--- src/rtl/arx_round_sequencer.sv ---
`timescale 1ns/1ps
// arx_round_sequencer: drives the shared integer ALU through ROUNDS add-xor-rotate rounds.
// Latency: done is high 3*ROUNDS+1 edges after the start-accept edge (edge itself counted), +1 per denied cycle.
// Backpressure: alu_grant low freezes state, working registers and ALU operand outputs; start is ignored while busy.
//
// Ports:
//   clk, reset                 clock and synchronous active-high reset
//   start, a_in, b_in, d_in    sequence launch and initial operands (sampled only in IDLE)
//   alu_grant, alu_result      ALU ownership for this cycle and its combinational result
//   alu_req, alu_srca/srcb/ctrl  ALU request and operand/control drive (all registered)
//   busy, done, a_out, d_out   status and final results
//   abort                      present only with ARX_ABORT_EN; cancels a running sequence
//
// Optional feature macro: ARX_ABORT_EN (adds the abort input).
module arx_round_sequencer #(
  parameter int ROUNDS  = 4,
  parameter int ROT_AMT = 7,
  parameter int XLEN    = 32
) (
  input  logic            clk,
  input  logic            reset,
  input  logic            start,
  input  logic [XLEN-1:0] a_in,
  input  logic [XLEN-1:0] b_in,
  input  logic [XLEN-1:0] d_in,
  input  logic            alu_grant,
`ifdef ARX_ABORT_EN
  input  logic            abort,
`endif
  input  logic [XLEN-1:0] alu_result,
  output logic            alu_req,
  output logic [XLEN-1:0] alu_srca,
  output logic [XLEN-1:0] alu_srcb,
  output logic [3:0]      alu_ctrl,
  output logic            busy,
  output logic            done,
  output logic [XLEN-1:0] a_out,
  output logic [XLEN-1:0] d_out
);

  typedef enum logic [2:0] {
    S_IDLE = 3'd0,
    S_ADD  = 3'd1,
    S_XOR  = 3'd2,
    S_ROT  = 3'd3,
    S_DONE = 3'd4
  } state_t;

  localparam logic [3:0]  CTRL_ADD  = 4'b0000;
  localparam logic [3:0]  CTRL_XOR  = 4'b0100;
  localparam logic [3:0]  CTRL_ROTL = 4'b1101;
  localparam logic [7:0]  ROUNDS8   = 8'(ROUNDS);
  localparam logic [4:0]  ROT5      = ROT_AMT[4:0];

  state_t          state_q, state_d;
  logic [XLEN-1:0] a_q, a_d;
  logic [XLEN-1:0] b_q, b_d;
  logic [XLEN-1:0] d_q, d_d;
  logic [7:0]      rnd_q, rnd_d;
  logic [XLEN-1:0] a_out_q, a_out_d;
  logic [XLEN-1:0] d_out_q, d_out_d;

  logic            req_q, req_d;
  logic            busy_q, busy_d;
  logic            done_q, done_d;
  logic [XLEN-1:0] srca_q, srca_d;
  logic [XLEN-1:0] srcb_q, srcb_d;
  logic [3:0]      ctrl_q, ctrl_d;

  logic            abort_w;

`ifdef ARX_ABORT_EN
  assign abort_w = abort;
`else
  assign abort_w = 1'b0;
`endif

  // Next-state and datapath register update.
  always_comb begin
    state_d = state_q;
    a_d     = a_q;
    b_d     = b_q;
    d_d     = d_q;
    rnd_d   = rnd_q;
    a_out_d = a_out_q;
    d_out_d = d_out_q;

    unique case (state_q)
      S_IDLE: begin
        if (start) begin
          a_d     = a_in;
          b_d     = b_in;
          d_d     = d_in;
          rnd_d   = ROUNDS8;
          state_d = S_ADD;
        end
      end
      S_ADD: begin
        // abort outranks grant: nothing is written back on an aborted cycle
        if (abort_w) begin
          state_d = S_IDLE;
        end else if (alu_grant) begin
          a_d     = alu_result;
          state_d = S_XOR;
        end
      end
      S_XOR: begin
        if (abort_w) begin
          state_d = S_IDLE;
        end else if (alu_grant) begin
          d_d     = alu_result;
          state_d = S_ROT;
        end
      end
      S_ROT: begin
        if (abort_w) begin
          state_d = S_IDLE;
        end else if (alu_grant) begin
          d_d   = alu_result;
          rnd_d = rnd_q - 8'd1;
          if (rnd_q == 8'd1) begin
            // Publish results on entry so they are visible during the DONE cycle.
            a_out_d = a_q;
            d_out_d = alu_result;
            state_d = S_DONE;
          end else begin
            state_d = S_ADD;
          end
        end
      end
      S_DONE: begin
        state_d = S_IDLE;
      end
      default: begin
        state_d = S_IDLE;
      end
    endcase
  end

  // Outputs are registered from the next state so that they always describe
  // the state the sequencer is in; a stalled cycle reproduces identical values.
  always_comb begin
    req_d  = 1'b0;
    busy_d = (state_d != S_IDLE);
    done_d = (state_d == S_DONE);
    srca_d = '0;
    srcb_d = '0;
    ctrl_d = 4'b0000;

    unique case (state_d)
      S_ADD: begin
        req_d  = 1'b1;
        srca_d = a_d;
        srcb_d = b_d;
        ctrl_d = CTRL_ADD;
      end
      S_XOR: begin
        req_d  = 1'b1;
        srca_d = d_d;
        srcb_d = a_d;
        ctrl_d = CTRL_XOR;
      end
      S_ROT: begin
        req_d  = 1'b1;
        srca_d = d_d;
        srcb_d = XLEN'(ROT5);
        ctrl_d = CTRL_ROTL;
      end
      default: begin
        req_d  = 1'b0;
      end
    endcase
  end

  always_ff @(posedge clk) begin
    if (reset) begin
      state_q <= S_IDLE;
      a_q     <= '0;
      b_q     <= '0;
      d_q     <= '0;
      rnd_q   <= '0;
      a_out_q <= '0;
      d_out_q <= '0;
      req_q   <= 1'b0;
      busy_q  <= 1'b0;
      done_q  <= 1'b0;
      srca_q  <= '0;
      srcb_q  <= '0;
      ctrl_q  <= 4'b0000;
    end else begin
      state_q <= state_d;
      a_q     <= a_d;
      b_q     <= b_d;
      d_q     <= d_d;
      rnd_q   <= rnd_d;
      a_out_q <= a_out_d;
      d_out_q <= d_out_d;
      req_q   <= req_d;
      busy_q  <= busy_d;
      done_q  <= done_d;
      srca_q  <= srca_d;
      srcb_q  <= srcb_d;
      ctrl_q  <= ctrl_d;
    end
  end

  assign alu_req  = req_q;
  assign alu_srca = srca_q;
  assign alu_srcb = srcb_q;
  assign alu_ctrl = ctrl_q;
  assign busy     = busy_q;
  assign done     = done_q;
  assign a_out    = a_out_q;
  assign d_out    = d_out_q;

endmodule

--- config.mk ---
export PLATFORM = sky130hd
export DESIGN_NAME = arx_round_sequencer
export DESIGN_NICKNAME = d
export VERILOG_FILES = /design/src/rtl/arx_round_sequencer.sv
export SDC_FILE = /design/constraint.sdc
export NUM_CORES = 1
export LEC_CHECK = 0
export CAP_MARGIN = 20
export CORE_AREA = 3 3 141 143
export CTS_BUF_LIST = sky130_fd_sc_hd__clkbuf_4 sky130_fd_sc_hd__clkbuf_8
export CTS_CLUSTER_DIAMETER = 50
export CTS_CLUSTER_SIZE = 10
export DETAILED_ROUTE_END_ITERATION = 6
export DIE_AREA = 0 0 144 146
export PLACE_DENSITY = 0.81
export RECOVER_POWER = 50
export SETUP_SLACK_MARGIN = 0.4
export SLEW_MARGIN = 20
export SYNTH_ARGS = -nofsm -noshare
export SYNTH_HDL_FRONTEND = slang
export SYNTH_SLANG_ARGS = --single-unit
--- constraint.sdc ---
create_clock -name clk -period 2 [get_ports clk]
set_clock_uncertainty 0.05 [all_clocks]
set_input_delay 0.4 -clock clk [delete_from_list [all_inputs] [get_ports clk]]
set_output_delay 0.4 -clock clk [all_outputs]
set_load 0.02 [all_outputs]
==> results.txt, run 1 <==
status: finished, violations left
failing checks: DRC
vias in the first global route: 9033
M3 GR Usage: 5.42%
Period Utilization, post-route: 98.5%
I/O pin cnt: 267
global-route wire length before repair: 49000 um
area leader, netlist: dfxtp_1
clock buffer count from CTS: 29
via count: 9676
Die Wd: 144 um
Remaining Overflow, GRT: 0
P&R area growth vs syn: 56.4%
worst skew pair latency: 0.58 ns
layout cells sized above 1: 24.9%
Post-Syn Area per Cell: 8.73 um2
Setup violations, final: 0
initial antenna violation count: 1
Fin. Hold Viols: 0
Synth Cell Area: 0.00918 mm2
DP Area: 0.0128 mm2
Post-synth top flop: dfxtp_1
Fillers: 1204
critical path, cell by cell: buf_6 > buf_6 > or3b_4 > a211oi_4 > nand3_1 > xor2_1 > nor2_1
Max FO, Critical Path: 5
Total GRT Usage: 29.1%
Tmin final: 1.97 ns
max incr delay on CP: 0.46 ns
GR Util met2: 47.9%
kind of critical path: flip-flop to flip-flop
Core Area: 0.0187 mm2
total negative slack: 0 ns
WP data arrival: 2.38 ns
Crit path depth: 7
GR Util met1: 37.9%
GRT Max-Usage Layer: met2
largest net degree at the start of global routing: 68
CTS hold repair buffers: 0
Placed Cells: 1535
std cell rows: 50
Initial Util: 49.1%
Vias/cell: 5.98
Reg2Reg Depth: 7
FFs w/ async S/R, synth: 0%
Worst Tran Pin Value: 0.536 ns
clock slew at reported path FFs: 0.07 ns
WL per Instance: 22.4 um
Pre-Repair DR Iteration Count: 7
RSZ-0062 raised after global routing: yes
crit path buf inv count: 2
FF/Latch Area: 0.00482 mm2
Finished Cell Area: 0.0144 mm2
Seq/Total Area, Yosys: 52.3%
Post-Syn Nets: 1186
Routed Antenna Nets: 0
die area: 0.0210 mm2
Syn Inst Count: 1052
max-cap check violation count: 0
FMAX: 0.508 GHz
CP Capture Type: flip-flop
1st-iter DRT viols: 952
hold depth: 2
synth unique cells: 43
Final Power: 12100 uW
routability-driven placement congestion ratio: 0.833
Buffers on Ports: 265
Synth Warn #: 0
crit-path most repeated cell: buf_6
HP Class: input port to flip-flop
slowest CP cell: or3b_4
DP HPWL: 20900 um
VDD IR-drop max: 0.556 mV
Post-synth EDFFs: 0
Leak: 0.00505 uW
Routed WL: 36300 um
Root Buffer: clkbuf_8
power per cell area: 842 mW/mm2
Max-slew headroom: 64.2%
critical path data required time: 2.41 ns
CTS sink cnt: 240
NumNets Final: 1513
synthesis-stage register bit count: 240
clock buffer depth: 3
Die H: 146 um
startpoint types: flip-flop
top-area cell type share of the netlist area: 52.3%
area occupied by multi-input gates: 0.00517 mm2
# H-tree levels: 1
top post-synthesis cells by area: dfxtp_1 52%, nand2_1 6.7%, nor2_1 5.8%, a21oi_1 5.7%, a222oi_1 3.5%
max-slew violations: 0
CP delay by family, top: simple AND/OR/NAND/NOR gates
CTS tree: built
Post-route DRC: 8
fin cells: 1618
==> layout make-up <==
cell class | instances | area share (%)
diodes | 1 | 0.0174
clock buffers | 31 | 2.93
clock inverters | 4 | 0.218
inverters | 36 | 0.941
multi-input cells | 685 | 36.0
flip-flops and latches | 240 | 33.6
well taps | 234 | 2.04
repair buffers | 387 | 24.3
==> Yosys cell counts, types with 26 or more instances <==
library cell and count:
nand2b_1 41, o22a_1 27, a21oi_1 104, dfxtp_1 240, o21ai_0 32, inv_1 36
mux2i_1 32, a221oi_1 29, buf_2 26, clkbuf_1 53, o22ai_1 31, nand2_1 165
a222oi_1 32, nor2_1 141
==> report_power, final <==
| part | internal [uW] | total [uW] | switching [uW] |
|---|---|---|---|
| clock | 1370 | 3120 | 1740 |
| combinational | 1790 | 3620 | 1830 |
| sequential | 5110 | 5350 | 233 |
==> worst register-to-register path, stage by stage (launching register included) <==
cell and delay (ns):
dfxtp_1 0.33, buf_6 0.14, buf_6 0.13, or3b_4 0.46
a211oi_4 0.35, nand3_1 0.16, xor2_1 0.20, nor2_1 0.06
==> cell usage in the layout, fill, tap and decap left out, types with 13 or more instances in the layout <==
cell             netlist  final
o21ai_0               32     21
buf_6                  0     23
a21oi_2                1     45
inv_1                 36     36
nor2_1               141    129
nand2_2                0     17
o22ai_2                0     13
o22ai_1               31     15
o22a_1                27     27
nand2_1              165    145
a222oi_1              32     32
clkdlybuf4s50_1        0    129
clkbuf_8               0     30
dfxtp_1              240    236
a21oi_1              104     58
clkbuf_1              53    131
mux2i_4                0     27
a221oi_4               0     22
buf_12                 0     27
buf_4                 12     56
nand2b_1              41     35
==> worst paths after layout <==
path | from | to | slack (ns)
worst max-delay path | state_q[0] | rnd_q[7] | 0.03
worst min-delay path | reset | a_q[29] | 0.17
worst max register to register | state_q[0] | rnd_q[7] | 0.03
worst min register to register | d_out[31] | d_out[31] | 0.41
==> sequential cells by signal (all words and copies together), names as in the netlist <==
signal,cells
d_q,32
done,1
alu_srca,32
d_out,32
busy,1
state_q,3
alu_req,1
alu_srcb,32
a_q,32
a_out,32
b_q,32
rnd_q,8
alu_ctrl,2
==> through the flow <==
step	setup slack (ns)	hold WS [ns]	utilization (%)
3_5_place_dp	-0.241	0.398	68.7
3_3_place_gp	-0.235	0.391	68.7
6_report	0.0296	0.167	76.8
4_1_cts	0.237	0.149	71.0
5_1_grt	-0.00871	0.162	76.8
2_1_floorplan	0.336	0.395	-
==> per-layer routing <==
metal	routed length, um	up-vias	part of all wire, %
met5	0	-	0
met4	1920	0	5.3
met3	3200	144	8.8
met2	17300	595	48
met1	13900	4664	38
li1	-	4273	-
==> logic make-up (layout without fill, tap and decap cells) <==
group,count (synthesis),count (layout),share of synthesized area [%]
muxes,32,32,3.49
xor gates and xnor gates,8,8,0.763
AOI/OAI and AO/OA,268,268,19.6
DFF,240,240,52.3
buffers and inverters,127,458,6.04
and+or+nand+nor,374,374,17.5
other,1,2,0.0408
adders and majority gates,2,2,0.272
==> what timing repair did <==
| item | 4_1_cts | 5_1_grt |
|---|---|---|
| pin swaps | 21 | 69 |
| endpoints found under the setup margin | 366 | 243 |
| cloned | 5 | 12 |
| gates resized for setup | 610 | 149 |
| setup buffers | 11 | 19 |
Power figures use the tool's default switching activity.
==> run 2: changes to the inputs <==
Settings changed: CORE_AREA 3 3 141 143 to 3 3 149 151, DIE_AREA 0 0 144 146 to 0 0 152 154, PLACE_DENSITY 0.81 to 0.75.
Clock period 2 ns to 1.65 ns, I/O delays scaled along.
==> run 2 against run 1 <==
Effect of this change:
- the run ends with DRC, setup timing left
- register-to-register slack worse by 0.34 ns
- clock power increased by 36%
- critical path depth grew 1
- sequential power rose by 22%
- highest routed layer unchanged
==> results.txt, run 2 (synthesis gave the netlist of run 1 again) <==
HP Class: input port to flip-flop
largest net degree at the start of global routing: 81 (+19%)
via count: 9515 (-1.7%)
max-cap check violation count: 0 (unchanged)
global-route wire length before repair: 51300 um (+4.7%)
Vias/cell: 5.59 (-6.5%)
Initial Util: 43.8% (-5.3 points)
Fin. Hold Viols: 0 (unchanged)
CTS sink cnt: 240 (unchanged)
power per cell area: 949 mW/mm2 (+13%)
clock buffer depth: 3 (unchanged)
critical path data required time: 2.09 ns (-0.32 ns)
Root Buffer: clkbuf_8
# H-tree levels: 1 (unchanged)
reg2reg start: rnd_q[5]
max-slew violations: 0 (unchanged)
I/O pin cnt: 267 (unchanged)
Setup violations, final: 213 (+213)
status: finished, violations left
Period Utilization, post-route: 119% (+21 points)
Remaining Overflow, GRT: 0 (unchanged)
Tmin final: 1.97 ns (-0.00515 ns)
most frequent cells in the layout: 147 x buf_6, 130 x nand2_1, 129 x nor2_1, 129 x clkdlybuf4s50_1, 123 x dfxtp_1
DP Area: 0.0133 mm2 (+3.2%)
Routed Antenna Nets: 0 (unchanged)
layout cells sized above 1: 46.1% (+21 points)
critical path, cell by cell: nor4_4 > nand3_2 > buf_6 > nor3_4 > buf_6 > clkbuf_16 > nand2_1 > a21oi_1
Max FO, Critical Path: 8 (+3)
Max-slew headroom: 57.0% (-7.2 points)
P&R area growth vs syn: 76.4%
Leak: 0.00626 uW (+24%)
VDD IR-drop max: 1.03 mV (+85%)
Total GRT Usage: 26.7% (-2.4 points)
Core Area: 0.0210 mm2 (+12%)
slowest CP cell: dfxtp_2
Worst Tran Pin Value: 0.645 ns (+0.109 ns)
die area: 0.0234 mm2 (+11%)
WP data arrival: 2.40 ns (+0.02 ns)
RSZ-0062 raised after global routing: yes
clock slew at reported path FFs: 0.08 ns (about the same)
routability-driven placement congestion ratio: 0.894 (+7.3%)
failing checks: DRC, setup timing
final core utilization: 77.3% (+0.52 points)
crit path buf inv count: 3 (+1)
Final Power: 15400 uW (+27%)
CTS tree: built
1st-iter DRT viols: 696 (-27%)
CP Capture Type: flip-flop
Buffers on Ports: 265 (unchanged)
initial antenna violation count: 1 (unchanged)
max incr delay on CP: 0.33 ns (-0.13 ns)
DP HPWL: 21600 um (+3.3%)
Hold Startpoint: reset
vias in the first global route: 9382 (+3.9%)
crit-path most repeated cell: buf_6
clock buffer count from CTS: 29 (unchanged)
FMAX: 0.509 GHz (+0.26%)
Finished Cell Area: 0.0162 mm2 (+13%)
Post-route DRC: 1 (-7)
Routed WL: 37400 um (+2.9%)
worst skew pair latency: 0.56 ns (-0.02 ns)
NumNets Final: 1554 (+2.7%)
commonest non-fill, non-tap cell in the layout: buf_6
Die H: 154 um (+5.5%)
Critical path origin: rnd_q[5]
WL per Instance: 22.0 um (-2.2%)
Die Wd: 152 um (+5.6%)
CP delay by family, top: simple AND/OR/NAND/NOR gates
kind of critical path: flip-flop to flip-flop
std cell rows: 53 (+6.0%)
final hold slack: 0.148 ns (-0.0188 ns)
Pre-Repair DR Iteration Count: 7 (unchanged)
worst setup margin: -0.315 ns (-0.345 ns)
startpoint types: flip-flop
Fillers: 1306 (+8.5%)
-- run 2: cell type report --
cell class                 instances  area, um2  share of cell area [%]
timing repair buffer             428       4720                    29.1
multi-input combinational        685       5510                    34.0
inverter                          36        135                   0.834
sequential                       240       4950                    30.6
clock inverter                     4       95.1                   0.587
antenna                            1       2.50                  0.0155
clock buffer                      33        435                    2.69
tap                              275        344                    2.12
-- run 2: per-layer routing --
metal	routed length, um	global-route usage (%)
met1	14800	33.1
met2	18400	44.9
met3	2740	6.92
met4	1430	9.85
met5	0	0
-- run 2: worst paths after layout --
path	endpoint	slack, ns	cells past startpoint
worst min register to register	d_out[5]	0.41	2
worst min-delay path	state_q[1]	0.15	3
worst max-delay path	a_out[6]	-0.32	8
worst max register to register	a_out[6]	-0.32	8
-- run 2: worst reg2reg max path, delay by kind of cell, from the launching register on --
family / cells / cell delay (ns)
AO/OA/AOI/OAI: 1 / 0.16
flip-flops: 1 / 0.33
buffers and inverters: 3 / 0.58
AND/OR/NAND/NOR: 4 / 0.76
-- run 2: stage by stage --
step | worst slack, ns | TNS [ns] | instances
finish | -0.315 | -33.10 | 1702
global route | -0.361 | -44.67 | 1702
CTS | -0.168 | -17.09 | 1673
detailed placement | -0.566 | -79.65 | 1613
global placement | -0.497 | -73.65 | 1613
floorplan | -0.0114 | -0.164 | 1052
-- run 2: repair_timing --
| item | in CTS | in global routing |
|---|---|---|
| hold endpoints to repair | 2 | 0 |
| endpoints found under the setup margin | 374 | 374 |
| setup buffers | 18 | 16 |
| resized for setup | 849 | 270 |
| pin swaps | 33 | 77 |
| gates cloned | 4 | 12 |
| hold buffers | 1 | 0 |
-- run 2: power by group --
group          internal, uW  switching (uW)  leakage, uW  total, uW
logic                  2330            2240      0.00397       4570
registers              6220             315      0.00201       6540
clock network          2170            2080     0.000276       4250
==> run 3: changes to the inputs <==
--- a/constraint.sdc
+++ b/constraint.sdc
@@ -3,3 +3,3 @@
 set_input_delay 0.33 -clock clk [delete_from_list [all_inputs] [get_ports clk]]
 set_output_delay 0.33 -clock clk [all_outputs]
-set_load 0.02 [all_outputs]
+set_load 0.1 [all_outputs]
==> run 3 against run 2 <==
Effect of this change:
- the flow finishes with violations (setup timing)
- sequential power grew 2%
- combinational power rose by 37%
- register-to-register slack worse by 0.06 ns
- wire length grew 18%
- fmax is 2.8% lower
- total power grew 9.6%
- sequential share of layout area is 2.5 points lower
- clock power shrank 7.5%
- utilization grew 7.8 points
- highest routed layer unchanged
==> results.txt, run 3 (synthesis gave the netlist of run 1 again) <==
Vias/cell: 6.05 (+8.1%)
Die Wd: 152 um (unchanged)
largest net degree at the start of global routing: 85 (+4.9%)
critical path data required time: 2.11 ns (+0.02 ns)
FF/Latch Area: 0.00500 mm2 (+0.91%)
switching power as a share of total power: 35.6% (+5.4 points)
HP Class: input port to flip-flop
Clk network pwr share: 23.3% (-4.4 points)
Finished Cell Area: 0.0178 mm2 (+10%)
hold endpoint: d_out[0]
Max-slew headroom: 64.8% (+7.9 points)
Root Buffer: clkbuf_8
Total GRT Usage: 30.5% (+3.8 points)
Die H: 154 um (unchanged)
max-slew violations: 0 (unchanged)
Fillers: 897 (-31%)
Max FO, Critical Path: 7 (-1)
status: finished, violations left
layout cells sized above 1: 48.8% (+2.7 points)
DP Area: 0.0146 mm2 (+10%)
Fin. Hold Viols: 0 (unchanged)
Remaining Overflow, GRT: 0 (unchanged)
Reg2Reg Depth: 8 (unchanged)
Routed WL: 44200 um (+18%)
WP data arrival: 2.48 ns (+0.08 ns)
internal power: 10800 uW (+1.2%)
Core Area: 0.0210 mm2 (unchanged)
Final Power: 16800 uW (+9.6%)
combinational power share: 37.2% (+7.5 points)
hold depth: 3 (unchanged)
vias in the first global route: 10000 (+6.8%)
clock buffer count from CTS: 29 (unchanged)
global-route wire length before repair: 57000 um (+11%)
via count: 10400 (+9.4%)
Net Sw Power: 5990 uW (+29%)
kind of critical path: flip-flop to flip-flop
Buffers on Ports: 265 (unchanged)
Initial Util: 43.8% (unchanged)
final core utilization: 85.0% (+7.8 points)
std cell rows: 53 (unchanged)
Worst Tran Pin Value: 0.527 ns (-0.118 ns)
failing checks: setup timing
startpoint types: flip-flop
die area: 0.0234 mm2 (unchanged)
initial antenna violation count: 3 (+2)
Hold Startpoint: alu_result[0]
CTS tree: built
Leak: 0.00664 uW (+6.2%)
area occupied by multi-input gates: 0.00556 mm2 (+0.89%)
reg2reg start: rnd_q[2]
CTS sink cnt: 240 (unchanged)
Period Utilization, post-route: 123% (+3.5 points)
NumNets Final: 1572 (+1.2%)
Post-route DRC: 0 (-1)
clock buffer depth: 3 (unchanged)
worst setup margin: -0.373 ns (-0.0574 ns)
Pre-Repair DR Iteration Count: 6 (-1)
RSZ-0062 raised after global routing: yes
clock slew at reported path FFs: 0.08 ns (about the same)
worst skew pair latency: 0.59 ns (+0.03 ns)
Setup violations, final: 203 (-4.7%)
WL per Instance: 25.7 um (+17%)
Flop pwr share: 39.5% (-3.1 points)
R2R Setup Slk: -0.37 ns (-0.06 ns)
P&R area growth vs syn: 94.1%
most frequent cells in the layout: 170 x buf_12, 131 x nand2_1, 131 x dfxtp_2
I/O pin cnt: 267 (unchanged)
max-cap check violation count: 0 (unchanged)
final hold slack: 0.279 ns (+0.131 ns)
Routed Antenna Nets: 0 (unchanged)
DP HPWL: 23700 um (+9.7%)
1st-iter DRT viols: 1204 (+73%)
Tmin final: 2.02 ns (+0.0574 ns)
# H-tree levels: 1 (unchanged)
CP Capture Type: flip-flop
commonest non-fill, non-tap cell in the layout: buf_12
RR Endpoint: a_out[4]
power per cell area: 945 mW/mm2 (-0.38%)
VDD IR-drop max: 0.687 mV (-33%)
FMAX: 0.494 GHz (-2.8%)
routability-driven placement congestion ratio: 0.868 (-2.9%)
## run 3: critical path, cell delays in order, from the launching register on
cell	delay (ns)
dfxtp_2	0.34
nor4_4	0.34
nand3_2	0.16
buf_6	0.17
nor3_4	0.28
buf_6	0.22
buf_16	0.18
nand2_4	0.06
a21oi_2	0.17
## run 3: how the worst max path moves through the flow
stage,start,to,slack [ns],cells past startpoint
global route,rnd_q[3],a_out[8],-0.40,8
floorplan,rnd_q[5],alu_srcb[30],-0.01,7
global placement,start,alu_srca[22],-0.48,7
finish,rnd_q[2],a_out[4],-0.37,8
detailed placement,start,alu_srcb[24],-0.56,6
CTS,rnd_q[5],a_out[1],-0.16,8
## run 3: what timing repair did
| action | in CTS | in global routing |
|---|---|---|
| gates cloned | 12 | 10 |
| buffers inserted | 24 | 34 |
| hold buffers | 1 | 0 |
| resized for setup | 236 | 148 |
| hold endpoints to repair | 6 | 0 |
| setup endpoints to repair | 374 | 374 |
| pin swaps | 72 | 69 |
## run 3: layout make-up
class	count	share of cell area, %
Timing Repair Buffer	446	35.4
Tap cell	275	1.93
Antenna cell	3	0.0421
Sequential cell	240	28.0
Clock buffer	35	2.56
Multi-Input combinational cell	685	31.2
Inverter	36	0.758
Clock inverter	2	0.0913
## run 3: layer usage
| metal | part of all wire, % | vias to the layer above | GRT usage [%] |
|---|---|---|---|
| met2 | 47 | 784 | 49.5 |
| met4 | 7.0 | 0 | 16.0 |
| met1 | 36 | 4993 | 37.1 |
| met5 | 0 | - | 0 |
| li1 | - | 4404 | - |
| met3 | 10 | 229 | 8.39 |
## run 3: through the flow
step / TNS (ns) / worst slack (ns) / instances
4_1_cts: -12.77 / -0.156 / 1675
3_3_place_gp: -67.82 / -0.477 / 1601
6_report: -43.12 / -0.373 / 1722
2_1_floorplan: -0.164 / -0.0114 / 1052
5_1_grt: -50.50 / -0.398 / 1722
3_5_place_dp: -79.55 / -0.556 / 1601
## run 3: power groups by stage
stage / Sequential [uW] / Clock (uW) / Combinational, uW
final: 6650 / 3930 / 6260
after global routing: 6670 / 4140 / 6410
after floorplan: 7640 / 0 / 1690
after CTS: 6570 / 3900 / 5470
after global placement: 6620 / 0 / 4560
after detailed placement: 6630 / 0 / 4630
==> variant: new RTL, config.mk and constraints of run 1 <==
`a_q` no longer has a reset.
--- a/src/rtl/arx_round_sequencer.sv
+++ b/src/rtl/arx_round_sequencer.sv
@@ -177,3 +177,2 @@
       state_q <= S_IDLE;
-      a_q     <= '0;
       b_q     <= '0;
@@ -191,3 +190,2 @@
       state_q <= state_d;
-      a_q     <= a_d;
       b_q     <= b_d;
@@ -206,2 +204,6 @@
 
+  always_ff @(posedge clk) begin
+    a_q <= a_d;
+  end
+
   assign alu_req  = req_q;
Function: same outputs for any inputs over 4 cycles, from zero or initial values and one cycle with reset high; that may be too few to reach the edited logic, so the function may still have changed.
==> variant against run 1 <==
  * Count of clock-buffer cells in the layout grew 1
  * Register-to-register slack improved by 0.03 ns
  * Total power down 4.6%
  * Synthesized area is 1.7% higher
  * Fmax increased by 0.50%
  * Routed wire length down 4.3%
  * Cell area shrank 4.4%
  * Sequential cell count unchanged
  * Worst setup slack gained 0.0098 ns
  * Sequential power up 1%
==> variant: results (changes against run 1) <==
| Metric | Value |
|---|---|
| Status | finished clean |
| Crit-path max cell delay | 0.54 ns (+0.08 ns) |
| FF+latch area | 4823 sq um (about the same) |
| Final nets | 1453 (-4.0%) |
| Layout cell share with drive strength beyond 1 | 20.48% (-4.5 points) |
| Netlist cell types | 50 (+16%) |
| Routed length per instance | 22.30 um (-0.63%) |
| Fillers | 1388 (+15%) |
| CLK BUF | 32 (+3.2%) |
| Drt pass-1 iters | 6 (-1) |
| P_int | 8.124 mW (-1.8%) |
| Worst hold slack | 0.1735 ns (+0.006358 ns) |
| GPL Wtd Cong | 0.8714 (+4.6%) |
| Pin count of the biggest net entering global routing | 59 (-13%) |
| P_seq | 5.43 mW (+1%) |
| Multi-input comb cells | 658 (-3.9%) |
| Reg2reg setup slack | 0.06 ns (+0.03 ns) |
| Post-Synth Adder-Cell Area | 0.2679% (-0.0046 points) |
| Worst slew pin tran | 0.7594 ns (+0.2229 ns) |
| Finished Layout Cells | 1558 (-3.7%) |
| Global-route wire length before repair | 48.13 mm (-1.7%) |
| Top post-synthesis cells by area | dfxtp_1, mux2i_1, nand2_1, nor2_1, a21oi_1 |
| Mean post-synth cell area | 9.521 sq um (+9.1%) |
| Worst-path fanout max | 7 (+2) |
| Non-clk buf share | 25.48% (+1.2 points) |
| Post-synthesis xor/xnor area fraction | 0.5626% (-0.20 points) |
| Aggregate global-route resource usage | 28.55% (-0.55 points) |
| Layout clock area frac | 3.463% (+0.32 points) |
[variant: cell types whose count changed in the layout (fill, tap and decap cells not counted), moves of 33 or more]
cell | run 1 | this run
nand2b_1 | 35 | 2
inv_1 | 36 | 3
clkdlybuf4s25_1 | 3 | 39
clkbuf_1 | 131 | 94
mux2i_1 | 3 | 41
a21oi_2 | 45 | 12
[variant: final timing paths]
path | startpoint | depth (start not counted) | to
max | start | 8 | a_out[24]
min | reset | 2 | a_out[31]
max reg2reg | state_q[1] | 8 | alu_srcb[4]
min reg2reg | a_out[10] | 2 | a_out[10]
[variant: metrics by stage]
stage,setup WS (ns),util (%),power (mW),TNS (ns),cell area (sq um)
after floorplan,0.1862,-,6.907,0,9651
after global placement,-0.3850,68.93,8.072,-50.92,12890
after detailed placement,-0.4150,68.93,8.130,-57.42,12890
after CTS,0.1099,71.20,11.38,0,13320
after global routing,-0.03276,73.39,11.95,-0.03383,13730
final,0.03944,73.39,11.54,0,13730
[variant: per-layer routing]
layer | vias to the layer above | part of all wire (%) | GRT usage (%)
li1 | 4109 | - | -
met4 | 0 | 3.5 | 11.25
met3 | 95 | 9.6 | 6.178
met5 | - | 0 | 0
met2 | 544 | 48 | 46.21
met1 | 4334 | 39 | 37.05
[variant: critical path: cells and delay by family]
family | cells | cell delay, ns
buffers and inverters | 3 | 0.83
AO/OA/AOI/OAI | 2 | 0.40
AND/OR/NAND/NOR | 3 | 0.75
[variant: repair_timing]
item,4_1_cts,5_1_grt
pin swaps,21,18
resized for setup,545,57
setup endpoints to repair,353,260
cloned,2,12
setup buffers,11,8
